[config.mk]
export PLATFORM = sky130hd
export DESIGN_NAME = sync_fifo_ctrl
export DESIGN_NICKNAME = d
export VERILOG_FILES = /design/src/rtl/sync_fifo_ctrl.sv
export SDC_FILE = /design/constraint.sdc
export NUM_CORES = 1
export LEC_CHECK = 0
export CAP_MARGIN = 30
export CORE_ASPECT_RATIO = 0.6
export CORE_MARGIN = 8
export CORE_UTILIZATION = 60
export CTS_CLUSTER_DIAMETER = 80
export CTS_CLUSTER_SIZE = 14
export DETAILED_ROUTE_END_ITERATION = 8
export PLACE_DENSITY = 0.86
export RECOVER_POWER = 25
export SYNTH_ARGS = -nofsm -noshare
export SYNTH_HDL_FRONTEND = slang
export SYNTH_SLANG_ARGS = --single-unit
[constraint.sdc]
create_clock -name clk -period 7.4 [get_ports clk]
set_input_delay 1.48 -clock clk [delete_from_list [all_inputs] [get_ports clk]]
set_output_delay 1.48 -clock clk [all_outputs]
set_load 0.02 [all_outputs]
[src/rtl/sync_fifo_ctrl.sv]
// sync_fifo_ctrl: parametrised synchronous FIFO controller.
// Depth may be any integer >= 2. Pointers wrap explicitly at DEPTH-1.
// The read port is either a registered standard port or first-word-fall-through.
// Flags are decoded from a single level register.
//
// Handshake: wr_en is a request that is accepted only when the FIFO is not full.
// rd_en is a request that is accepted only when the FIFO is not empty.
// Both conditions use the state before the clock edge. A request that is not
// accepted has no effect on the data, but it sets the matching sticky error flag.
// In FWFT mode, rd_valid qualifies rd_data, and rd_en pops the presented word.
module sync_fifo_ctrl #(
    parameter int WIDTH         = 8,
    parameter int DEPTH         = 16,
    parameter int FWFT          = 0,
    parameter int AFULL_THRESH  = DEPTH - 2,
    parameter int AEMPTY_THRESH = 2
) (
    input  logic                         clk,
    input  logic                         rst_n,
    input  logic                         flush,
    input  logic                         wr_en,
    input  logic [WIDTH-1:0]             wr_data,
    input  logic                         rd_en,
    output logic [WIDTH-1:0]             rd_data,
    output logic                         rd_valid,
    output logic                         empty,
    output logic                         full,
    output logic                         almost_full,
    output logic                         almost_empty,
    output logic [$clog2(DEPTH+1)-1:0]   level,
    output logic                         overflow,
    output logic                         underflow
);

    localparam int PTR_W = $clog2(DEPTH);
    localparam int LVL_W = $clog2(DEPTH + 1);
    localparam logic [PTR_W-1:0] PTR_LAST = PTR_W'(DEPTH - 1);
    localparam logic [LVL_W-1:0] LVL_FULL = LVL_W'(DEPTH);

    logic [WIDTH-1:0] mem_q [DEPTH];
    logic [PTR_W-1:0] wr_ptr_q, wr_ptr_d;
    logic [PTR_W-1:0] rd_ptr_q, rd_ptr_d;
    logic [LVL_W-1:0] level_q, level_d;
    logic             overflow_q, overflow_d;
    logic             underflow_q, underflow_d;
    logic             wr_acc, rd_acc;

    // Flags come from the level register alone, so they stay consistent with level.
    assign empty        = (level_q == '0);
    assign full         = (level_q == LVL_FULL);
    assign almost_full  = (int'(level_q) >= AFULL_THRESH);
    assign almost_empty = (int'(level_q) <= AEMPTY_THRESH);
    assign level        = level_q;
    assign overflow     = overflow_q;
    assign underflow    = underflow_q;

    // Flush blocks both operations.
    // On a full FIFO, a read is still accepted while the write is dropped.
    assign wr_acc = wr_en && !full  && !flush;
    assign rd_acc = rd_en && !empty && !flush;

    // Next-state logic for the pointers, the level and the sticky error flags.
    always_comb begin
        wr_ptr_d    = wr_ptr_q;
        rd_ptr_d    = rd_ptr_q;
        level_d     = level_q;
        overflow_d  = overflow_q;
        underflow_d = underflow_q;
        if (flush) begin
            wr_ptr_d    = '0;
            rd_ptr_d    = '0;
            level_d     = '0;
            overflow_d  = 1'b0;
            underflow_d = 1'b0;
        end else begin
            if (wr_acc) wr_ptr_d = (wr_ptr_q == PTR_LAST) ? '0 : wr_ptr_q + 1'b1;
            if (rd_acc) rd_ptr_d = (rd_ptr_q == PTR_LAST) ? '0 : rd_ptr_q + 1'b1;
            case ({wr_acc, rd_acc})
                2'b10:   level_d = level_q + 1'b1;
                2'b01:   level_d = level_q - 1'b1;
                default: level_d = level_q;
            endcase
            if (wr_en && full)  overflow_d  = 1'b1;
            if (rd_en && empty) underflow_d = 1'b1;
        end
    end

    // Control state register with asynchronous reset.
    always_ff @(posedge clk or negedge rst_n) begin
        if (!rst_n) begin
            wr_ptr_q    <= '0;
            rd_ptr_q    <= '0;
            level_q     <= '0;
            overflow_q  <= 1'b0;
            underflow_q <= 1'b0;
        end else begin
            wr_ptr_q    <= wr_ptr_d;
            rd_ptr_q    <= rd_ptr_d;
            level_q     <= level_d;
            overflow_q  <= overflow_d;
            underflow_q <= underflow_d;
        end
    end

    // Storage array. It has no reset; the level register alone decides which entries are live.
    always_ff @(posedge clk) begin
        if (wr_acc) mem_q[wr_ptr_q] <= wr_data;
    end

    generate
        if (FWFT != 0) begin : g_fwft
            // The head word is presented combinationally. It reads as zero while the FIFO is empty.
            assign rd_data  = empty ? '0 : mem_q[rd_ptr_q];
            assign rd_valid = !empty;
        end else begin : g_std
            logic [WIDTH-1:0] rd_data_q;
            logic             rd_valid_q;

            // Registered read: capture the head word on an accepted read and pulse valid for one cycle.
            always_ff @(posedge clk or negedge rst_n) begin
                if (!rst_n) begin
                    rd_data_q  <= '0;
                    rd_valid_q <= 1'b0;
                end else begin
                    rd_valid_q <= rd_acc;
                    if (rd_acc) rd_data_q <= mem_q[rd_ptr_q];
                end
            end

            assign rd_data  = rd_data_q;
            assign rd_valid = rd_valid_q;
        end
    endgenerate

endmodule

==> results.ini, run 1 <==
[sta]
hold_violations = 0
setup_viol = 0
fin_skew_ns = 0.01352
finalMaxSlewViolations = 0
period_share = 0.5813
min_period_ns = 4.302
fmax_ghz = 0.2325
finalSetupTns_ns = 0
fin_hold_ws_ns = 0.5000
worst_slew_pin_slew_ns = 0.9416
slew_headroom = 0.3700
rsz0062_at_grt = false

[floorplanning]
dieArea_um2 = 13990
core.rowCount = 28
start_util = 0.6229
coreArea_um2 = 9985
dieHeight_um = 94.87
io_pins = 33
dieWidth_um = 147.4

[synth]
synthCells = 360
synth_edf_count = 128
synth_cell_types = 41
syn-num-nets = 380
synth_flop_cell = edfxtp_1
synth_seq_cells = 152
synth_top_area_frac = 0.6180
async_flop_share = 0.1579
ys_warn_count = 0
syn_avg_cell_area_um2 = 17.28
netlist_area_um2 = 6220
synth_area_leaders = edfxtp_1, mux4_2, dfrtp_1, nor2_1, nand2_1
netlist_top_cells_count = edfxtp_1, mux4_2, nor2_1
yosys.area.top_type = edfxtp_1
yosysMostFrequentCell = edfxtp_1
yosysSeqAreaShare = 0.7145

[critical_path]
crit_path_max_fanout = 18
cp_slowest_cell = clkdlybuf4s50_1
worstReg2RegStart = level[1]
worstSetupEndpointType = register
worstPathCellList = clkdlybuf4s50_1 > nand2b_1 > nand2b_1 > nor2_1 > xor2_1 > ha_1 > nand2_1 > a21oi_1 > a41oi_1 > xor2_1 > a211oi_1
required_ns = 7.71
startpoint_type = primary input
critical_path_class = in2reg
slowest_delay_ns = 0.76
worst-r2r-setup-slack_ns = 4.18
cp-startpoint = flush
worstPathArrival_ns = 4.62

[run]
maxCapViolCount = 0

[global_route]
grt_pass1_vias = 3464
grt_max_degree = 38
grt.overflow.total = 0
track_usage = 0.2043
grt_pass1_wl_um = 20710
antenna_found_initial = 1

[placed_design]
port_buffers = 32
place.gp.congestion = 0.8962
place_hpwl_um = 8807

[power]
ir_drop_v = 0.0003645
power.density_nw_per_um2 = 350.5
p_leak_nw = 2.464

[clock_tree]
cts_buffer_depth = 2
clk_latency_ns = 0.42
cts_root_buf = clkbuf_16
cts_buffers = 17
cts_hold_repair.buffers = 0
cts_tree = done
clk_pin_slew_ns = 0.06
ctsResizeCount = 0
post-cts-setup-buffer-count = 0
clock_sinks = 152
htree_levels = 4

[detailed_routing]
ant_nets = 0
viasPerCell = 6.407
dr.pass1.iters = 4
drc = 0
wire_per_inst_um = 24.48
vias = 3492
drtIter0Drc = 325
drt_wl_total_um = 13340

[hold_path]
worst_hold_startpoint = rd_data[3]
hp-class = reg2reg

[run_status]
status = finished, final reports clean

[finish]
diodes = 0
drive_above_1_share = 0.1878
synthToLayoutAreaGrowth_pct = 16.58
fillers = 589
nNetsFinal = 417

## routing by layer
layer | wire [um] | GRT usage | share of wire
met5 | 13 | 0 | 0.00097
met4 | 153 | 0.06245 | 0.011
met3 | 1156 | 0.06017 | 0.087
met2 | 6124 | 0.2986 | 0.46
met1 | 5896 | 0.2939 | 0.44
## through the flow
step,power (mW),utilization,std cells,worst slack [ns],area [um2]
after floorplan,1.456,-,360,3.839,6220
after global placement,1.657,0.6633,508,2.939,6623
after detailed placement,1.679,0.6668,513,2.808,6658
after CTS,2.553,0.7273,545,3.172,7262
after global routing,2.635,0.7262,545,2.855,7251
final,2.541,0.7262,545,3.098,7251
## layout by cell type, fill, tap and decap left out, drive strengths merged, types with 2 or more instances in the layout
cell | netlist | routed
a211oi | 2 | 2
a21o | 2 | 2
a21oi | 14 | 14
a221oi | 8 | 8
a22o | 8 | 8
and2 | 2 | 2
buf | 13 | 6
bufinv | 0 | 3
clkbuf | 8 | 19
clkdlybuf4s50 | 0 | 26
clkinv | 0 | 7
clkinvlp | 0 | 2
dfrtp | 24 | 24
dlygate4sd3 | 0 | 6
edfxtp | 128 | 128
ha | 7 | 7
inv | 6 | 8
mux2i | 2 | 2
mux4 | 32 | 32
nand2 | 25 | 25
nand2b | 4 | 4
nand3 | 8 | 8
nor2 | 26 | 26
nor2b | 2 | 2
nor3 | 7 | 7
o21ai | 14 | 14
or4 | 3 | 3
xnor2 | 3 | 3
xor2 | 3 | 3
## state kept, by name, indices dropped and copies added, names as in the netlist
name,flops
rd_ptr_q,4
level,5
underflow,1
mem_q,128
wr_ptr_q,4
rd_valid,1
overflow,1
rd_data,8
## report_power, final
group	switching [mW]	leakage, nW	internal [mW]
Clock	0.338	0.288	0.532
Sequential	0.0627	1.47	0.982
Combinational	0.345	0.708	0.281
Total	0.746	2.46	1.80
## layout make-up
type	instances	area [um2]	area share
Sequential cell	152	4446	0.6131
Multi-Input combinational cell	181	1650	0.2276
Clock buffer	18	429.2	0.05919
Timing Repair Buffer	39	359.1	0.04953
Clock inverter	14	175.2	0.02416
Tap cell	135	168.9	0.02330
Inverter	6	22.52	0.003106
## cell families (layout without fill, tap and decap cells)
logic type | Yosys count | in the layout | synth area share
flip-flops | 152 | 152 | 0.7145
AND/OR/NAND/NOR | 82 | 82 | 0.06437
AO/OA/AOI/OAI | 52 | 52 | 0.05814
multiplexers | 34 | 34 | 0.1191
buffers and inverters | 27 | 77 | 0.02012
adder cells (fa/ha/maj) | 7 | 7 | 0.01408
XOR/XNOR | 6 | 6 | 0.009658
## critical path, delay by kind of cell
| family | cells | cell delay, ns |
|---|---|---|
| buf+inv | 1 | 0.76 |
| fa+ha+maj | 1 | 0.26 |
| compound gates | 3 | 0.55 |
| simple gates | 4 | 1.19 |
| xor+xnor | 2 | 0.37 |
## worst paths after layout
check	to	depth (start not counted)
worst max-delay path	level[4]	11
worst min-delay path	rd_data[3]	2
worst max register to register	level[2]	9
worst min register to register	rd_data[3]	2
max in group asynchronous	level[2]	2
min in group asynchronous	rd_data[1]	1
Power figures use the tool's default switching activity.
==> run 2: changes to the inputs <==
--- a/config.mk
+++ b/config.mk
@@ -8,11 +8,11 @@
 export CAP_MARGIN = 30
 export CORE_ASPECT_RATIO = 0.6
 export CORE_MARGIN = 8
-export CORE_UTILIZATION = 60
+export CORE_UTILIZATION = 54
 export CTS_CLUSTER_DIAMETER = 80
 export CTS_CLUSTER_SIZE = 14
 export DETAILED_ROUTE_END_ITERATION = 8
-export PLACE_DENSITY = 0.86
+export PLACE_DENSITY = 0.82
 export RECOVER_POWER = 25
 export SYNTH_ARGS = -nofsm -noshare
 export SYNTH_HDL_FRONTEND = slang
==> constraint.sdc (replaced) <==
create_clock -name clk -period 3.6 [get_ports clk]
set_input_delay 0.72 -clock clk [delete_from_list [all_inputs] [get_ports clk]]
set_output_delay 0.72 -clock clk [all_outputs]
set_load 0.02 [all_outputs]
==> run 2 against run 1 <==
Compared with the run above: critical path depth is 8 lower; clock power is 110% higher; non-clock buffer count is 18 higher; highest routed layer is now met4; cell count is 5.0% higher; sequential power is 110% higher; wire length hardly changed; largest cell class unchanged.
==> results.ini, run 2 (same netlist as run 1, synthesis figures left out) <==
[run_status]
status = finished, final reports clean

[floorplanning]
dieArea_um2 = 15320  ; +9.5%
core.rowCount = 30  ; +7.1%
dieWidth_um = 154.6  ; +4.8%
io_pins = 33  ; unchanged
dieHeight_um = 99.13  ; +4.5%
coreArea_um2 = 11260  ; +13%
start_util = 0.5523  ; -0.07060

[sta]
finalMaxSlewViolations = 0  ; unchanged
fmax_ghz = 0.3175
period_share = 0.8749
worst_slew_pin_slew_ns = 1.158  ; +0.2169 ns
min_period_ns = 3.150
finalSetupTns_ns = 0  ; unchanged
setup_viol = 0  ; unchanged
slew_headroom = 0.2277  ; -0.1423
hold_violations = 0  ; unchanged
rsz0062_at_grt = false
worst_slack_ns = 0.4503  ; -2.648 ns
fin_hold_ws_ns = 0.4765  ; -0.02349 ns
fin_skew_ns = 0.01192  ; -0.001602 ns

[detailed_routing]
ant_nets = 0  ; unchanged
drt_wl_total_um = 13330  ; about the same
wire_per_inst_um = 23.31  ; -4.8%
vias = 3478  ; -0.40%
dr.pass1.iters = 6  ; +2
viasPerCell = 6.080  ; -5.1%
drtIter0Drc = 396  ; +22%
drc = 0  ; unchanged

[critical_path]
r2r-end = level[4]
worstSetupEndpointType = primary output
worstReg2RegStart = level[0]
slowest_delay_ns = 0.65  ; -0.11 ns
path_buf_inv = 1  ; unchanged
cp.depth = 3  ; -8
cp_slowest_cell = or4_4
required_ns = 2.88  ; -4.83 ns
worst-r2r-setup-slack_ns = 0.77  ; -3.41 ns
cp-endpoint = full
startpoint_type = register
cp-startpoint = level[0]
critPathTopFamily = simple AND/OR/NAND/NOR gates
worstPathCellList = or4_4 > nor2_1 > clkdlybuf4s50_1
reg2regPathDepth = 11  ; +2
worstPathArrival_ns = 2.43  ; -2.19 ns
crit_path_max_fanout = 10  ; -8
critical_path_class = reg2out

[global_route]
grt_pass1_vias = 3478  ; +0.40%
track_usage = 0.1834  ; -0.02090
grt_max_degree = 21  ; -45%
antenna_found_initial = 0  ; -1
grt.overflow.total = 0  ; unchanged
grt_pass1_wl_um = 20580  ; -0.63%

[clock_tree]
clk_pin_slew_ns = 0.07  ; about the same
clock_sinks = 152  ; unchanged
cts_buffers = 17  ; unchanged
cts_hold_repair.buffers = 0  ; unchanged
ctsResizeCount = 0  ; unchanged
cts_tree = done
cts_buffer_depth = 2  ; unchanged
htree_levels = 4  ; unchanged
post-cts-setup-buffer-count = 0  ; unchanged
clk_latency_ns = 0.42  ; about the same
cts_root_buf = clkbuf_16

[finish]
mostFrequentLayoutCells = edfxtp_1, mux4_2, clkdlybuf4s50_1
registers.top_by_ff_count = mem_q
nNetsFinal = 435  ; +4.3%
synthToLayoutAreaGrowth_pct = 19.43
diodes = 0  ; unchanged
drive_above_1_share = 0.2243  ; +0.03649
layout_commonest_cell = edfxtp_1
final_cells = 572  ; +5.0%
finalInstanceArea_um2 = 7428  ; +2.5%
final_util = 0.6597  ; -0.06652
fillers = 744  ; +26%
largest_register_ffs = 128  ; unchanged

[placed_design]
dp_slack_ns = 0.4432  ; -2.365 ns
dpl-instance-area_um2 = 6814  ; +2.3%
place.gp.congestion = 0.8942  ; -0.22%
port_buffers = 32  ; unchanged
dp.cells = 540  ; +5.3%
place_hpwl_um = 9014  ; +2.4%

[power]
ir_drop_v = 0.0003862  ; +6.0%
p_clk_frac = 0.354  ; +0.011
p_comb_frac = 0.229  ; -0.017
p_leak_nw = 2.567  ; +4.2%
sequentialPowerShare = 0.416  ; +0.005
power.density_nw_per_um2 = 710.6  ; +100%
intPower_mw = 3.772  ; +110%
sw_frac_of_total = 0.2855  ; -0.008100
switchingPower_mw = 1.507  ; +100%
p_total_mw = 5.279  ; +110%

[run]
maxCapViolCount = 0  ; unchanged

[hold_path]
hp-class = reg2reg

## run 2: tightest hold or removal path: cells and delay by family, from the launching register on
family	cells	cell delay [ns]
AO/OA/AOI/OAI	1	0.06
flip-flops	1	0.34
AND/OR/NAND/NOR	1	0.05
## run 2: how the worst min path moves through the flow
| stage | from | end | slack, ns | cells past startpoint |
|---|---|---|---|---|
| after floorplan | rst_n | level[0] | 0.42 | 0 |
| after global placement | rd_data[2] | rd_data[2] | 0.46 | 2 |
| after detailed placement | rd_data[3] | rd_data[3] | 0.47 | 2 |
| after CTS | rd_data[3] | rd_data[3] | 0.48 | 2 |
| after global routing | rd_data[3] | rd_data[3] | 0.50 | 2 |
| final | rd_data[0] | rd_data[0] | 0.48 | 2 |
## run 2: power groups by stage
| stage | registers, mW | logic [mW] | clock network (mW) |
|---|---|---|---|
| after CTS | 2.20 | 1.22 | 1.89 |
| after global routing | 2.22 | 1.30 | 1.97 |
| after global placement | 2.22 | 1.18 | 0 |
| after detailed placement | 2.23 | 1.21 | 0 |
| final | 2.20 | 1.21 | 1.87 |
| after floorplan | 2.21 | 0.786 | 0 |
## run 2: cell type report
| class | instances | area (um2) | area share |
|---|---|---|---|
| Sequential cell | 152 | 4446 | 0.5985 |
| Multi-Input combinational cell | 181 | 1650 | 0.2222 |
| Timing Repair Buffer | 57 | 504.2 | 0.06788 |
| Clock buffer | 17 | 425.4 | 0.05727 |
| Clock inverter | 15 | 200.2 | 0.02695 |
| Tap cell | 144 | 180.2 | 0.02425 |
| Inverter | 6 | 22.52 | 0.003032 |
## run 2: routing by layer
layer / track usage / vias up / part of all wire / wire [um]
met4: 0.04270 / 0 / 0.0050 / 67
met5: 0 / - / 0 / 0
met2: 0.2632 / 158 / 0.45 / 5981
met3: 0.05801 / 11 / 0.090 / 1203
li1: - / 1529 / - / -
met1: 0.2683 / 1780 / 0.46 / 6081
==> run 3: changes to the inputs <==
--- a/config.mk
+++ b/config.mk
@@ -8,11 +8,12 @@
 export CAP_MARGIN = 30
 export CORE_ASPECT_RATIO = 0.6
 export CORE_MARGIN = 8
-export CORE_UTILIZATION = 54
+export CORE_UTILIZATION = 47
 export CTS_CLUSTER_DIAMETER = 80
 export CTS_CLUSTER_SIZE = 14
 export DETAILED_ROUTE_END_ITERATION = 8
-export PLACE_DENSITY = 0.82
+export GPL_ROUTABILITY_DRIVEN = 0
+export PLACE_DENSITY = 0.73
 export RECOVER_POWER = 25
 export SYNTH_ARGS = -nofsm -noshare
 export SYNTH_HDL_FRONTEND = slang
==> run 3 against run 2 <==
Compared with the run above: count of clock-buffer cells in the layout grew 1; fmax rose by 0.22%; final area increased by 0.40%; clock skew is 0.0011 ns lower; die area grew 13%; critical path type unchanged.
==> results.ini, run 3 (same netlist as run 1, synthesis figures left out) <==
[finish]
diodes = 0  ; unchanged
layout_commonest_cell = edfxtp_1
fillers = 985  ; +32%
mostFrequentLayoutCells = edfxtp_1, mux4_2, buf_4
nNetsFinal = 438  ; +0.69%
drive_above_1_share = 0.2274  ; +0.003079
regArea_um2 = 4446  ; unchanged
multiInputGateArea_um2 = 1650  ; unchanged
registers.top_by_ff_count = mem_q
final_util = 0.5785  ; -0.08115
synthToLayoutAreaGrowth_pct = 19.92
largest_register_ffs = 128  ; unchanged

[clock_tree]
clk_latency_ns = 0.41  ; about the same
clock_sinks = 152  ; unchanged
htree_levels = 4  ; unchanged
cts_buffer_depth = 2  ; unchanged
cts_tree = done
clk_pin_slew_ns = 0.06  ; about the same
cts_hold_repair.buffers = 0  ; unchanged
cts_buffers = 17  ; unchanged
ctsResizeCount = 0  ; unchanged
post-cts-setup-buffer-count = 0  ; unchanged
cts_root_buf = clkbuf_16

[hold_path]
hp-class = reg2reg

[floorplanning]
coreArea_um2 = 12890  ; +14%
core.rowCount = 32  ; +6.7%
io_pins = 33  ; unchanged
start_util = 0.4824  ; -0.06990
dieWidth_um = 164.5  ; +6.4%
dieArea_um2 = 17290  ; +13%
dieHeight_um = 105.1  ; +6.0%

[detailed_routing]
ant_nets = 0  ; unchanged
drt_wl_total_um = 13630  ; +2.2%
dr.pass1.iters = 5  ; -1
viasPerCell = 5.854  ; -3.7%
vias = 3518  ; +1.2%
wire_per_inst_um = 22.68  ; -2.7%
drtIter0Drc = 366  ; -7.6%
drc = 0  ; unchanged

[global_route]
antenna_found_initial = 0  ; unchanged
grt_pass1_vias = 3615  ; +3.9%
grt_max_degree = 25  ; +19%
grt.overflow.total = 0  ; unchanged
track_usage = 0.1658  ; -0.01759
grt_pass1_wl_um = 21420  ; +4.1%

[critical_path]
critical_path_class = reg2out
startpoint_type = register
slowest_delay_ns = 0.64  ; about the same
worstPathCellList = or4_4 > nor2_1 > clkdlybuf4s50_1
crit_path_max_fanout = 12  ; +2
worst-r2r-setup-slack_ns = 0.88  ; +0.11 ns
path_buf_inv = 1  ; unchanged
worstPathArrival_ns = 2.42  ; about the same
worstSetupEndpointType = primary output
required_ns = 2.88  ; about the same
critPathTopFamily = simple AND/OR/NAND/NOR gates
cp_slowest_cell = clkdlybuf4s50_1

[sta]
finalMaxSlewViolations = 0  ; unchanged
setup_viol = 0  ; unchanged
min_period_ns = 3.143  ; -0.006979 ns
fmax_ghz = 0.3182  ; +0.22%
fin_skew_ns = 0.01079  ; -0.001132 ns
hold_violations = 0  ; unchanged
rsz0062_at_grt = false
finalSetupTns_ns = 0  ; unchanged
worst_slew_pin_slew_ns = 1.307  ; +0.1486 ns
slew_headroom = 0.1286  ; -0.09905
period_share = 0.8730  ; -0.001939

[power]
p_total_mw = 5.211  ; -1.3%
p_leak_nw = 2.576  ; +0.34%
power.density_nw_per_um2 = 698.7  ; -1.7%
ir_drop_v = 0.0003161  ; -18%

[run]
maxCapViolCount = 0  ; unchanged

[placed_design]
place_hpwl_um = 9087  ; +0.80%
port_buffers = 32  ; unchanged

[run_status]
status = finished, final reports clean

==> run 3: cell count changes in the layout (fill, tap and decap cells not counted), sizes merged <==
cell | before | now
buf | 24 | 27
clkdlybuf4s50 | 27 | 25
dlygate4sd3 | 5 | 7
inv | 8 | 10
bufinv | 4 | 3
clkbuf | 18 | 19
clkinv | 6 | 5
clkinvlp | 3 | 2
==> run 3: layer usage <==
layer  track usage  share of wire  wire length (um)
met5             0              0                 0
met4       0.04802         0.0096               131
met1        0.2468           0.48              6549
met2        0.2297           0.43              5926
met3       0.04937          0.075              1023
==> run 3: final cells by class <==
| cell class | instances | area share |
|---|---|---|
| Tap cell | 170 | 0.02852 |
| Clock buffer | 18 | 0.05754 |
| Inverter | 6 | 0.003020 |
| Sequential cell | 152 | 0.5960 |
| Clock inverter | 14 | 0.02298 |
| Timing Repair Buffer | 60 | 0.07063 |
| Multi-Input combinational cell | 181 | 0.2213 |
==> run 3: power breakdown <==
group | total, mW | internal [mW] | switching (mW)
clock network | 1.79 | 1.10 | 0.695
logic | 1.22 | 0.595 | 0.624
registers | 2.20 | 2.02 | 0.185
==> run 3: path summary, 6_finish.rpt <==
| check | startpoint | end | depth (start not counted) |
|---|---|---|---|
| worst max-delay path | level[1] | full | 3 |
| worst min-delay path | overflow | overflow | 2 |
| worst max register to register | level[1] | level[2] | 9 |
| worst min register to register | overflow | overflow | 2 |
| max in group asynchronous | rst_n | rd_ptr_q[0] | 2 |
| min in group asynchronous | rst_n | level[1] | 2 |
==> run 3: stage by stage <==
| stage | worst slack [ns] | hold WS [ns] | cells | cell area (um2) |
|---|---|---|---|---|
| floorplan | 0.7994 | 0.4244 | 360 | 6220 |
| global placement | 0.6151 | 0.4659 | 569 | 6862 |
| CTS | 0.4528 | 0.5026 | 601 | 7462 |
| global route | 0.3569 | 0.5248 | 601 | 7458 |
| finish | 0.4573 | 0.5003 | 601 | 7458 |
| detailed placement | 0.5324 | 0.4880 | 569 | 6862 |
==> run 3: worst register-to-register path, delay by kind of cell, from the launching register on <==
family          cells  cell delay [ns]
xor+xnor            1             0.17
simple gates        5             1.36
compound gates      2             0.33
flops               1             0.55
fa+ha+maj           1             0.25
